`src/rtl/spi_target_if.sv`:
```
// Signal bundle for the SPI mode-0 target: initiator-facing pins plus the
// local TX/RX holding-register handshakes. The target side uses the slave modport.
interface spi_target_if;
  logic       SCLK;
  logic       MOSI;
  logic       nCS;
  logic       MISO;
  logic       MISO_OE;
  logic [7:0] TX_DATA;
  logic       TX_WR;
  logic       TX_EMPTY;
  logic       TX_UNDERRUN;
  logic [7:0] RX_DATA;
  logic       RX_VALID;
  logic       RX_ACK;
  logic       RX_OVERRUN;
  logic       BUSY;

  modport slave (
    input  SCLK, MOSI, nCS, TX_DATA, TX_WR, RX_ACK,
    output MISO, MISO_OE, TX_EMPTY, TX_UNDERRUN, RX_DATA, RX_VALID, RX_OVERRUN, BUSY
  );

  modport master (
    output SCLK, MOSI, nCS, TX_DATA, TX_WR, RX_ACK,
    input  MISO, MISO_OE, TX_EMPTY, TX_UNDERRUN, RX_DATA, RX_VALID, RX_OVERRUN, BUSY
  );
endinterface

```
`src/rtl/spi_target.sv`:
```
// SPI mode-0 target oversampled by MHZ48: 8-bit MSB-first frames with
// single-entry TX/RX holding registers and sticky underrun/overrun flags.
module spi_target #(
  parameter int         SYNC_STAGES = 2,
  parameter logic [7:0] IDLE_BYTE   = 8'hFF
) (
  input  logic        MHZ48,
  input  logic        RES,
  spi_target_if.slave bus
);
  typedef enum logic [1:0] {S_IDLE, S_LOAD, S_SHIFT} state_t;

  logic [SYNC_STAGES-1:0] r_sclk_sync, r_mosi_sync, r_ncs_sync;
  logic                   r_sclk_d, r_ncs_d;

  state_t     r_state;
  logic [2:0] r_cnt;
  logic       r_reload;
  logic [7:0] r_tx_hold, r_shout, r_shin, r_rx_data;
  logic       r_tx_empty, r_tx_undr, r_rx_valid, r_rx_ovr;
  logic       r_miso, r_oe, r_busy;

  logic       w_sclk, w_ncs, w_mosi;
  logic       w_sclk_rise, w_sclk_fall, w_ncs_rise, w_ncs_fall;
  logic       w_active, w_load, w_shift, w_sample, w_done;
  logic       w_tx_accept, w_rx_accept;
  logic [7:0] w_load_byte, w_rx_byte;

  // Synchronisers reset to the bus idle levels so reset release creates no edge
  always_ff @(posedge MHZ48 or posedge RES) begin
    if (RES) begin
      r_sclk_sync <= '0;
      r_mosi_sync <= '1;
      r_ncs_sync  <= '1;
      r_sclk_d    <= 1'b0;
      r_ncs_d     <= 1'b1;
    end else begin
      r_sclk_sync <= {r_sclk_sync[SYNC_STAGES-2:0], bus.SCLK};
      r_mosi_sync <= {r_mosi_sync[SYNC_STAGES-2:0], bus.MOSI};
      r_ncs_sync  <= {r_ncs_sync[SYNC_STAGES-2:0], bus.nCS};
      r_sclk_d    <= w_sclk;
      r_ncs_d     <= w_ncs;
    end
  end

  assign w_sclk      = r_sclk_sync[SYNC_STAGES-1];
  assign w_mosi      = r_mosi_sync[SYNC_STAGES-1];
  assign w_ncs       = r_ncs_sync[SYNC_STAGES-1];
  assign w_sclk_rise = w_sclk & ~r_sclk_d;
  assign w_sclk_fall = ~w_sclk & r_sclk_d;
  assign w_ncs_rise  = w_ncs & ~r_ncs_d;
  assign w_ncs_fall  = ~w_ncs & r_ncs_d;

  // Deselect overrides any SCLK event seen in the same cycle
  assign w_active    = (r_state == S_SHIFT) && !w_ncs_rise;
  assign w_load      = ((r_state == S_LOAD) && !w_ncs_rise) ||
                       (w_active && w_sclk_fall && r_reload);
  // Falling edges before the first rising edge of a frame are not shifts
  assign w_shift     = w_active && w_sclk_fall && !r_reload && (r_cnt != 3'd0);
  assign w_sample    = w_active && w_sclk_rise;
  assign w_done      = w_sample && (r_cnt == 3'd7);
  assign w_load_byte = r_tx_empty ? IDLE_BYTE : r_tx_hold;
  assign w_rx_byte   = {r_shin[6:0], w_mosi};
  assign w_tx_accept = bus.TX_WR && r_tx_empty;
  assign w_rx_accept = w_done && (!r_rx_valid || bus.RX_ACK);

  always_ff @(posedge MHZ48) begin
    if (w_tx_accept) r_tx_hold <= bus.TX_DATA;
    if (w_load)       r_shout <= w_load_byte;
    else if (w_shift) r_shout <= {r_shout[6:0], 1'b1};
    if (w_sample)     r_shin  <= w_rx_byte;
  end

  always_ff @(posedge MHZ48 or posedge RES) begin
    if (RES) begin
      r_state    <= S_IDLE;
      r_cnt      <= 3'd0;
      r_reload   <= 1'b0;
      r_miso     <= 1'b1;
      r_oe       <= 1'b0;
      r_busy     <= 1'b0;
      r_tx_empty <= 1'b1;
      r_tx_undr  <= 1'b0;
      r_rx_data  <= 8'h00;
      r_rx_valid <= 1'b0;
      r_rx_ovr   <= 1'b0;
    end else begin
      // A write landing with an empty-register load is kept for the next frame
      if (w_tx_accept) begin
        r_tx_empty <= 1'b0;
        r_tx_undr  <= 1'b0;
      end
      if (w_load) begin
        r_miso <= w_load_byte[7];
        if (r_tx_empty) r_tx_undr  <= 1'b1;
        else            r_tx_empty <= 1'b1;
      end else if (w_shift) begin
        r_miso <= r_shout[6];
      end

      if (w_rx_accept) begin
        r_rx_data  <= w_rx_byte;
        r_rx_valid <= 1'b1;
      end else if (bus.RX_ACK) begin
        r_rx_valid <= 1'b0;
      end
      if (w_done && r_rx_valid && !bus.RX_ACK) r_rx_ovr <= 1'b1;
      else if (bus.RX_ACK)                     r_rx_ovr <= 1'b0;

      case (r_state)
        S_IDLE: begin
          r_oe     <= 1'b0;
          r_busy   <= 1'b0;
          r_cnt    <= 3'd0;
          r_reload <= 1'b0;
          if (w_ncs_fall) r_state <= S_LOAD;
        end
        S_LOAD: begin
          if (w_ncs_rise) begin
            r_state <= S_IDLE;
            r_oe    <= 1'b0;
            r_busy  <= 1'b0;
          end else begin
            r_state <= S_SHIFT;
            r_oe    <= 1'b1;
            r_busy  <= 1'b1;
          end
        end
        S_SHIFT: begin
          if (w_ncs_rise) begin
            r_state  <= S_IDLE;
            r_oe     <= 1'b0;
            r_busy   <= 1'b0;
            r_cnt    <= 3'd0;
            r_reload <= 1'b0;
          end else begin
            if (w_sample) r_cnt <= r_cnt + 3'd1;
            if (w_done)   r_reload <= 1'b1;
            else if (w_sclk_fall) r_reload <= 1'b0;
          end
        end
        default: r_state <= S_IDLE;
      endcase
    end
  end

  assign bus.MISO        = r_miso;
  assign bus.MISO_OE     = r_oe;
  assign bus.BUSY        = r_busy;
  assign bus.TX_EMPTY    = r_tx_empty;
  assign bus.TX_UNDERRUN = r_tx_undr;
  assign bus.RX_DATA     = r_rx_data;
  assign bus.RX_VALID    = r_rx_valid;
  assign bus.RX_OVERRUN  = r_rx_ovr;
endmodule

```
`src/flat_wrapper.sv`:
```
// flat-port wrapper written by rule: the top's interface ports become plain ports
module spi_target_flat 
#(
  parameter int         SYNC_STAGES = 2,
  parameter logic [7:0] IDLE_BYTE   = 8'hFF
)
  (MHZ48, RES, bus_SCLK, bus_MOSI, bus_nCS, bus_TX_DATA, bus_TX_WR, bus_RX_ACK, bus_MISO, bus_MISO_OE, bus_TX_EMPTY, bus_TX_UNDERRUN, bus_RX_DATA, bus_RX_VALID, bus_RX_OVERRUN, bus_BUSY);
  spi_target_if bus_i ();
  input  logic MHZ48;
  input  logic RES;
  input wire logic [$bits(bus_i.SCLK)-1:0] bus_SCLK;
  input wire logic [$bits(bus_i.MOSI)-1:0] bus_MOSI;
  input wire logic [$bits(bus_i.nCS)-1:0] bus_nCS;
  input wire logic [$bits(bus_i.TX_DATA)-1:0] bus_TX_DATA;
  input wire logic [$bits(bus_i.TX_WR)-1:0] bus_TX_WR;
  input wire logic [$bits(bus_i.RX_ACK)-1:0] bus_RX_ACK;
  output wire logic [$bits(bus_i.MISO)-1:0] bus_MISO;
  output wire logic [$bits(bus_i.MISO_OE)-1:0] bus_MISO_OE;
  output wire logic [$bits(bus_i.TX_EMPTY)-1:0] bus_TX_EMPTY;
  output wire logic [$bits(bus_i.TX_UNDERRUN)-1:0] bus_TX_UNDERRUN;
  output wire logic [$bits(bus_i.RX_DATA)-1:0] bus_RX_DATA;
  output wire logic [$bits(bus_i.RX_VALID)-1:0] bus_RX_VALID;
  output wire logic [$bits(bus_i.RX_OVERRUN)-1:0] bus_RX_OVERRUN;
  output wire logic [$bits(bus_i.BUSY)-1:0] bus_BUSY;
  assign bus_i.SCLK = bus_SCLK;
  assign bus_i.MOSI = bus_MOSI;
  assign bus_i.nCS = bus_nCS;
  assign bus_i.TX_DATA = bus_TX_DATA;
  assign bus_i.TX_WR = bus_TX_WR;
  assign bus_i.RX_ACK = bus_RX_ACK;
  assign bus_MISO = bus_i.MISO;
  assign bus_MISO_OE = bus_i.MISO_OE;
  assign bus_TX_EMPTY = bus_i.TX_EMPTY;
  assign bus_TX_UNDERRUN = bus_i.TX_UNDERRUN;
  assign bus_RX_DATA = bus_i.RX_DATA;
  assign bus_RX_VALID = bus_i.RX_VALID;
  assign bus_RX_OVERRUN = bus_i.RX_OVERRUN;
  assign bus_BUSY = bus_i.BUSY;
  spi_target #(.SYNC_STAGES(SYNC_STAGES), .IDLE_BYTE(IDLE_BYTE)) u_core (.MHZ48(MHZ48), .RES(RES), .bus(bus_i));
endmodule
```
`config.mk`:
```
export PLATFORM = sky130hd
export DESIGN_NAME = spi_target_flat
export DESIGN_NICKNAME = d
export VERILOG_FILES = /design/src/rtl/spi_target_if.sv /design/src/rtl/spi_target.sv /design/src/flat_wrapper.sv
export SDC_FILE = /design/constraint.sdc
export NUM_CORES = 1
export LEC_CHECK = 0
export ABC_CLOCK_PERIOD_IN_PS = 1800
export CAP_MARGIN = 20
export CORE_MARGIN = 2
export CORE_UTILIZATION = 35
export DETAILED_ROUTE_END_ITERATION = 10
export SLEW_MARGIN = 15
export SYNTH_ARGS = -nofsm -noshare
export SYNTH_HDL_FRONTEND = slang
export SYNTH_SLANG_ARGS = --single-unit
export TNS_END_PERCENT = 20
```
`constraint.sdc`:
```
create_clock -name MHZ48 -period 1.8 [get_ports MHZ48]
set_input_delay 0.18 -clock MHZ48 [delete_from_list [all_inputs] [get_ports MHZ48]]
set_output_delay 0.18 -clock MHZ48 [all_outputs]
set_load 0.05 [all_outputs]
```
==> impl_metrics.ini, run 1 <==
[sta]
skew_ns = 0.00582
period_needed_ns = 1.67
rsz0062_at_grt = false
hold_viol = 0
setup_slack_ns = 0.127
fmax_ghz = 0.598
setup_viol = 0
fin_crit_sh_pct = 93.0
slew_violations = 0
tightestPinTransition_ns = 0.505
slew_headroom_pct = 66.2
setup_tns_ns = 0

[yosys]
syn_inst = 133
ys_seq_elements = 50
synth_edf_count = 22
synth_commonest_cells = 22 x edfxtp_1, 21 x dfrtp_1, 11 x nor2_1
synthDistinctLibCells = 34
synthFlopType = edfxtp_1
netlist_area_mm2 = 0.00197
synth.top_cell.area_share_pct = 33.5
yosys_warnings = 0
yosysSeqAreaShare_pct = 69.4
yosysMostFrequentCell = edfxtp_1
yosys-top-cells-area = edfxtp_1 33%, dfrtp_1 27%, dfstp_2 9.3%
postSynthAreaPerCell_um2 = 14.8
synth_nets = 151
synth_area_leader_cell = edfxtp_1
synth_async_sr_flop_share_pct = 56.0

[die]
fp.coreArea_mm2 = 0.00547
ios = 30
die_x_um = 79.1
dieArea_mm2 = 0.00626
start_util_pct = 36.1
rows = 27
chipHeight_um = 79.1

[critical_path]
critPathBufInv = 1
critPathTopFamily = buffers and inverters
worstPathCellList = clkdlybuf4s50_1
worstPathRequired_ns = 1.62
crit_end = bus_MISO_OE
crit_cells = 1
crit_path_start = u_core.bus.MISO_OE
cpMaxStageDelayCell = clkdlybuf4s50_1
r2r_slack_ns = 0.14
reg2reg_depth = 5
max_stage_delay_ns = 0.82
critPathKind = flip-flop to output pin
cp-start-kind = flip-flop
rr_endpoint = u_core.r_shout[1]
reg2reg_from = u_core.r_cnt[0]
crit_path_end_kind = output pin
cp_max_fo = 4
arrival_ns = 1.49

[cells_and_area]
drive_above_1_share_pct = 23.1
antennaDiodeCount = 0
nNetsFinal = 186
fin_area_mm2 = 0.00249
areaGrowthSynthToFinish_pct = 26.0
fillCellCount = 515

[routing]
drt_iter0_drc = 69
route.vias.total = 1133
ant_nets = 0
wl_mm = 3.11
drc = 0
via_per_inst = 4.70
avgRoutedWirePerCell_um = 12.9
first_pass_iters = 4

[clock_tree]
clock_latency_ns = 0.29
clock-sinks = 50
numCtsBuffers = 5
cts_tree = done
h-tree-depth = 2
clock_path_buffers = 2
clk_pin_slew_ns = 0.09
cts-root-buf = clkbuf_8
cts_setup_buffers = 0

[global_routing]
grt_usage_pct = 11.0
grt_overflow = 0
antenna_found_initial = 0
grt_max_degree = 29
grt_pass1_wl_mm = 5.39
first_global_vias = 1158

[place]
dpl_worst_slack_ns = 0.0197
portBuffers = 29
place_area_mm2 = 0.00236
hpwl_mm = 2.24
routabilityCongestion = 0.732

[status]
outcome = complete, no violations

[pwr]
finalPower_mw = 2.82
power.density_mw_per_mm2 = 1140
vdd_drop_max_mv = 0.893
leakagePower_nw = 1.00

[min_path]
hp-class = primary input to async pin

[job]
drv_cap = 0
how the worst min path moves through the flow:
stage	from	endpoint	cells after the start
5_1_grt	bus_MOSI	u_core.r_mosi_sync[0]	1
3_5_place_dp	u_core.r_mosi_sync[0]	u_core.r_mosi_sync[1]	0
2_1_floorplan	bus_MOSI	u_core.r_mosi_sync[0]	0
6_report	RES	u_core.bus.RX_DATA[5]	3
3_3_place_gp	u_core.r_sclk_sync[0]	u_core.r_sclk_sync[1]	0
4_1_cts	RES	u_core.bus.RX_DATA[5]	3
power breakdown:
group | leakage (nW) | total, mW | internal (mW) | switching, mW
clock | 0.0514 | 0.762 | 0.414 | 0.348
combinational | 0.396 | 0.621 | 0.244 | 0.377
sequential | 0.556 | 1.44 | 1.35 | 0.0892
total | 1.00 | 2.82 | 2.01 | 0.814
routing by layer:
| layer | part of all wire, % | up-vias | GRT usage, % |
|---|---|---|---|
| li1 | - | 547 | - |
| met1 | 42 | 547 | 13.4 |
| met2 | 50 | 33 | 18.6 |
| met3 | 6.3 | 6 | 3.41 |
| met4 | 1.4 | 0 | 3.62 |
| met5 | 0 | - | 0 |
final cells by class:
type	count	area, µm²	share of cell area, %
multi-input combinational	72	559	22.5
timing repair buffer	35	343	13.8
tap	72	90.1	3.62
clock buffer	6	72.6	2.92
inverter	4	15.0	0.604
clock inverter	2	37.5	1.51
sequential	50	1370	55.1
cell usage in the layout (no fill, tap or decap), types with 2 or more instances in the layout:
master	instances
clkdlybuf4s50_1	27
nand2b_1	3
o31ai_1	6
nor2b_1	2
inv_1	4
edfxtp_1	22
o21ai_0	8
mux2_2	9
clkbuf_8	5
nor2_1	10
nand2_1	7
dfrtp_1	21
a22o_1	5
ha_1	3
dfstp_2	7
nand3_1	2
buf_4	7
registers in the layout, indices dropped and copies added (netlist names), 2 cells and up:
signal / cells
u_core.r_mosi_sync: 2
u_core.r_state: 2
u_core.r_ncs_sync: 2
u_core.r_shin: 7
u_core.r_shout: 7
u_core.r_cnt: 3
u_core.bus.RX_DATA: 8
u_core.r_sclk_sync: 2
u_core.r_tx_hold: 8
stage by stage:
step                hold slack, ns  cells  utilization [%]
floorplan                    0.184    133                -
global placement             0.332    233             43.2
detailed placement           0.349    233             43.2
CTS                          0.256    241             45.3
global route                 0.278    241             45.5
finish                       0.249    241             45.5
logic make-up (layout without fill, tap and decap cells):
kind of cell / after synthesis / after routing / synth area share [%]
multiplexers: 9 / 9 / 5.13
AND/OR/NAND/NOR: 33 / 33 / 10.4
AO/OA/AOI/OAI: 26 / 26 / 9.76
buffers and inverters: 11 / 47 / 2.98
XOR/XNOR: 1 / 1 / 0.444
adder cells (fa/ha/maj): 3 / 3 / 1.90
flip-flops: 50 / 50 / 69.4
timing repair:
action	CTS	global route
resized for setup	1	2
hold buffers	0	0
setup endpoints to repair	7	8
pin swaps	0	0
(Power assumes the default switching activity.)
==> run 2, diff against run 1 <==
--- a/config.mk
+++ b/config.mk
@@ -10,6 +10,7 @@
 export CORE_MARGIN = 2
 export CORE_UTILIZATION = 35
 export DETAILED_ROUTE_END_ITERATION = 10
+export SKIP_CTS_REPAIR_TIMING = 1
 export SLEW_MARGIN = 15
 export SYNTH_ARGS = -nofsm -noshare
 export SYNTH_HDL_FRONTEND = slang
==> results of run 2 <==
Final layout, timing and power as in run 1 (identical DEF).
Among the figures that moved: wire length of the first global-routing pass 5390 µm -> 5380 µm; via count of the first global-routing pass 1158 -> 1156; met1 usage 13.4% -> 13.3%
==> run 3, diff against run 2 <==
--- a/config.mk
+++ b/config.mk
@@ -7,9 +7,11 @@
 export LEC_CHECK = 0
 export ABC_CLOCK_PERIOD_IN_PS = 1800
 export CAP_MARGIN = 20
+export CORE_ASPECT_RATIO = 1.1
 export CORE_MARGIN = 2
 export CORE_UTILIZATION = 35
 export DETAILED_ROUTE_END_ITERATION = 10
+export RECOVER_POWER = 25
 export SKIP_CTS_REPAIR_TIMING = 1
 export SLEW_MARGIN = 15
 export SYNTH_ARGS = -nofsm -noshare
==> impl_metrics.ini, run 3 (synthesized netlist as in run 1, its figures left out) <==
[status]
outcome = complete, no violations

[clock_tree]
clk_pin_slew_ns = 0.09
cts_tree = done
h-tree-depth = 2
clock_latency_ns = 0.30
numCtsBuffers = 5
clock_path_buffers = 2
cts-root-buf = clkbuf_8
clock-sinks = 50

[die]
dieArea_mm2 = 0.00626
ios = 30
chipHeight_um = 82.8
start_util_pct = 36.4
fp.coreArea_mm2 = 0.00543
rows = 28
die_x_um = 75.6

[global_routing]
first_global_vias = 1160
grt_pass1_wl_mm = 5.42
antenna_found_initial = 0
grt_max_degree = 29
grt_usage_pct = 11.6
grt_overflow = 0

[routing]
avgRoutedWirePerCell_um = 12.5
drc = 0
ant_nets = 0
via_per_inst = 4.72
route.vias.total = 1161
drt_iter0_drc = 33
wl_mm = 3.07
first_pass_iters = 4

[cells_and_area]
mostFrequentLayoutCells = 22 x edfxtp_1, 21 x dfrtp_1, 15 x clkdlybuf4s50_1
areaGrowthSynthToFinish_pct = 25.8
fin_area_mm2 = 0.00248
fin_cells = 246
nNetsFinal = 188
antennaDiodeCount = 0
final_common_cell = edfxtp_1
drive_above_1_share_pct = 23.4

[pwr]
finalPower_mw = 2.68
leakagePower_nw = 1.01
power.density_mw_per_mm2 = 1080
vdd_drop_max_mv = 0.925
p_seq_share_pct = 54.1
swShare_pct = 30.2
power_frac_clock_pct = 23.4
comb_power_share_pct = 22.5
switchingPower_mw = 0.810
p_int_mw = 1.87

[place]
dp_cells = 238
portBuffers = 29
hpwl_mm = 2.26
routabilityCongestion = 0.784
place_area_mm2 = 0.00239

[job]
drv_cap = 0

[critical_path]
arrival_ns = 1.78
critPathKind = flip-flop to flip-flop
cp-start-kind = flip-flop
crit_path_end_kind = flip-flop
worstPathRequired_ns = 1.87
cp_max_fo = 7

[sta]
fmax_ghz = 0.583
setup_viol = 0
slew_violations = 0
rsz0062_at_grt = false
fin_crit_sh_pct = 95.2
slew_headroom_pct = 53.4
period_needed_ns = 1.71
hold_viol = 0
setup_tns_ns = 0
tightestPinTransition_ns = 0.698
skew_ns = 0.00914

[min_path]
hp-class = flip-flop to flip-flop
[run 3: cell types whose count changed in the layout (fill, tap and decap cells not counted)]
cell             change
clkdlybuf4s50_1     -12
dlygate4sd3_1       +12
a21oi_2              +1
a21oi_4              -1
buf_12               +1
bufinv_16            -1
clkbuf_2             +1
clkinvlp_4           +1
nor2_1               +1
nor2_2               -1
[run 3: path summary, 6_finish.rpt]
check	slack, ns	startpoint	endpoint	cells past startpoint
setup / recovery	0.09	u_core.r_cnt[1]	u_core.r_shout[4]	6
setup reg to reg	0.09	u_core.r_cnt[1]	u_core.r_shout[4]	6
hold / removal	0.36	u_core.r_ncs_sync[0]	u_core.r_ncs_sync[1]	0
max in group asynchronous	0.84	RES	u_core.r_sclk_sync[0]	3
hold reg to reg	0.36	u_core.r_ncs_sync[0]	u_core.r_ncs_sync[1]	0
min in group asynchronous	0.51	RES	u_core.r_cnt[2]	3
[run 3: layout make-up]
cell class / count / area [µm²]
Clock buffer: 6 / 72.6
Tap cell: 75 / 93.8
Sequential cell: 50 / 1370
Timing Repair Buffer: 37 / 368
Multi-Input combinational cell: 72 / 549
Fill cell: 490 / 2950
Clock inverter: 2 / 15.0
Inverter: 4 / 15.0
[run 3: power by group through the flow]
| stage | registers (mW) | logic (mW) | clock network [mW] |
|---|---|---|---|
| 3_5_place_dp | 1.48 | 0.613 | 0 |
| 5_1_grt | 1.48 | 0.661 | 0.704 |
| 6_report | 1.45 | 0.604 | 0.627 |
| 3_3_place_gp | 1.47 | 0.598 | 0 |
| 2_1_floorplan | 1.54 | 0.353 | 0 |
| 4_1_cts | 1.46 | 0.616 | 0.654 |
[run 3: routing by layer]
| layer | vias up | global-route usage [%] | routed length, µm |
|---|---|---|---|
| li1 | 552 | - | - |
| met1 | 572 | 13.7 | 1360 |
| met2 | 31 | 19.5 | 1490 |
| met3 | 6 | 3.86 | 167 |
| met4 | 0 | 4.21 | 45 |
| met5 | - | 0 | 0 |
[run 3: worst max-delay path: stages, from the launching register on]
cell and delay (ns):
dfrtp_1 0.42, inv_1 0.08, ha_1 0.15, or3b_2 0.46
a21oi_2 0.17, nor2_1 0.05, buf_4 0.16
[run 3: through the flow]
stage                     util [%]  hold WS, ns  setup slack (ns)
after global routing          45.7        0.367            0.0308
final                         45.7        0.360            0.0855
after CTS                     45.7        0.253            0.0605
after detailed placement      44.1        0.350            0.0760
after global placement        44.1        0.333             0.137
after floorplan                  -        0.184             0.151
==> edit, RTL diff (flow settings as in run 2) <==
`SYNC_STAGES` is set to 2 in 2 places; all go to 4.
--- a/src/rtl/spi_target.sv
+++ b/src/rtl/spi_target.sv
@@ -3,3 +3,3 @@
 module spi_target #(
-  parameter int         SYNC_STAGES = 2,
+  parameter int         SYNC_STAGES = 4,
   parameter logic [7:0] IDLE_BYTE   = 8'hFF
--- a/src/flat_wrapper.sv
+++ b/src/flat_wrapper.sv
@@ -3,3 +3,3 @@
 #(
-  parameter int         SYNC_STAGES = 2,
+  parameter int         SYNC_STAGES = 4,
   parameter logic [7:0] IDLE_BYTE   = 8'hFF
Behaviour: not the same (Yosys sat finds a counterexample within 10 cycles, from zero or initial values).
==> edit against run 2 <==
Worst setup slack worse by 0.017 ns; via count decreased by 0.97%; sequential cell count rose by 6; routed wire length rose by 2.0%; total power down 11%; clock power down 10%; clock skew grew 0.0044 ns; synthesized area up 8.7%; non-clock buffer count decreased by 2; final area grew 4.9%; register-to-register slack better by 0.10 ns; cell count rose by 3.3%; critical endpoint is now bus_RX_DATA[1]; largest cell class unchanged.
==> edit: results (changes against run 2) <==
Status
  • Status: completed

Logic synthesis
  • Xor-xnor portion of the synthesized cell area: 0% (-0.44 points)
  • Synth Warn #: 0 (unchanged)
  • Mapped Cells: 137 (+3.0%)
  • Mux contribution to synthesized area: 8.92% (+3.8 points)
  • Top cells by count, synth: dfrtp_1 (23), edfxtp_1 (22), inv_1 (12), dfstp_2 (11), nor2_1 (11)
  • Post-Synth Adder-Cell Area: 1.75% (-0.15 points)
  • Top post-synthesis cells by area: edfxtp_1 (31%), dfrtp_1 (27%), dfstp_2 (13%)
  • Seq/Total Area, Yosys: 71.0% (+1.6 points)
  • Asr flop ratio synth: 60.7% (+4.7 points)
  • Post-synthesis compound-gate area fraction: 5.65% (-4.1 points)
  • Syn_nets: 155 (+2.6%)
  • EDFF count, synth: 22 (unchanged)
  • Netlist cell types: 34 (unchanged)

Critical path
  • Critical path arrival: 1.51 ns (+0.02 ns)
  • Worst-path fanout max: 2 (-2)
  • Slowest stage cell on the critical path: clkdlybuf4s50_1

Placed design
  • GPL Wtd Cong: 0.685 (-6.4%)
  • DP HPWL: 2.25 mm (+0.36%)
  • Post-DP Area: 2520 µm² (+6.5%)
  • Placed Instances: 241 (+3.4%)
  • I/O Buffers: 29 (unchanged)

Cells and area
  • Layout cells sized above 1: 24.7% (+1.6 points)
  • Fillers: 530 (+2.9%)
  • Final net count: 191 (+2.7%)
  • Non-Filler Instances: 249 (+3.3%)

CTS
  • Clk_lat worst skew: 0.32 ns (+0.03 ns)
  • CTS root buf: clkbuf_8

Drt
  • Initial DRT Pass Iterations: 4 (unchanged)
  • Vias per cell: 4.51 (-4.2%)
  • DR DRC count: 0 (unchanged)
  • WL/cell: 12.7 µm (-1.3%)
  • Initial DRC count: 65 (-5.8%)

Timing
  • Final Skew: 0.0102 ns (+0.00438 ns)
  • Slew headroom: 66.3% (about the same)

Global routing
  • GR Util met2: 16.5% (-2.1 points)
  • Vias in the first global route: 1,144 (-1.0%)
  • Met1 Resource Use GR: 14.5% (+1.2 points)
  • First-pass GRT wire length: 5.45 mm (+1.4%)
  • Initial antenna violation count: 0 (unchanged)
  • Total GRT Usage: 10.9% (-0.12 points)
  • Met3 usage: 3.59% (+0.18 points)
  • Largest net degree at the start of global routing: 35 (+21%)

Power
  • Switching fraction of total power: 26.8% (-2.1 points)
  • Worst vdd ir: 0.000655 V (-27%)
  • P_leak: 1.06 nW (+5.5%)
==> edit: power by group through the flow <==
stage,sequential [W],clock (W),combinational [W]
after detailed placement,0.00150,0,0.000338
final,0.00148,0.000686,0.000336
after global placement,0.00150,0,0.000332
after floorplan,0.00157,0,0.000145
after CTS,0.00148,0.000710,0.000341
after global routing,0.00149,0.000762,0.000363
==> edit: final timing paths <==
path,from,endpoint,slack (ns),cells after the start
max in group asynchronous,RES,u_core.r_ncs_d$_DFF_PP1_,1.21,3
setup reg to reg,u_core.r_ncs_d$_DFF_PP1_,u_core.bus.RX_DATA[3]$_DFFE_PP0P_,0.24,4
hold reg to reg,u_core.r_mosi_sync[0]$_DFF_PP1_,u_core.r_mosi_sync[1]$_DFF_PP1_,0.36,0
hold / removal,RES,u_core.bus.TX_UNDERRUN$_DFF_PP0_,0.25,3
setup / recovery,u_core.bus.RX_DATA[1]$_DFFE_PP0P_,bus_RX_DATA[1],0.11,1
min in group MHZ48,bus_MOSI,u_core.r_mosi_sync[0]$_DFF_PP1_,0.26,1
==> edit: final cells by class <==
cell class                      instances  area (µm²)  area share (%)
Multi-Input combinational cell         65         539            20.7
Clock inverter                          3        21.3           0.815
Clock buffer                            5        68.8            2.64
Tap cell                               75        93.8            3.60
Inverter                               12        45.0            1.73
Sequential cell                        56        1530            58.5
Timing Repair Buffer                   33         315            12.1
==> edit: kinds of logic after synthesis <==
kind of cell | Yosys count
flip-flops | 56
AND/OR/NAND/NOR | 29
AO/OA/AOI/OAI | 18
buffers and inverters | 16
multiplexers | 15
adder cells (fa/ha/maj) | 3
==> edit: per-layer routing <==
layer | wire (µm) | vias to the layer above
met5 | 0 | -
met4 | 54 | 0
met3 | 160 | 7
met2 | 1490 | 31
met1 | 1470 | 540
li1 | - | 544
==> edit: through the flow <==
step                      total power, W  worst slack [ns]
final                            0.00250             0.110
after global routing             0.00262            0.0601
after global placement           0.00183             0.199
after detailed placement         0.00184             0.158
after floorplan                  0.00172            0.0345
after CTS                        0.00253            0.0969
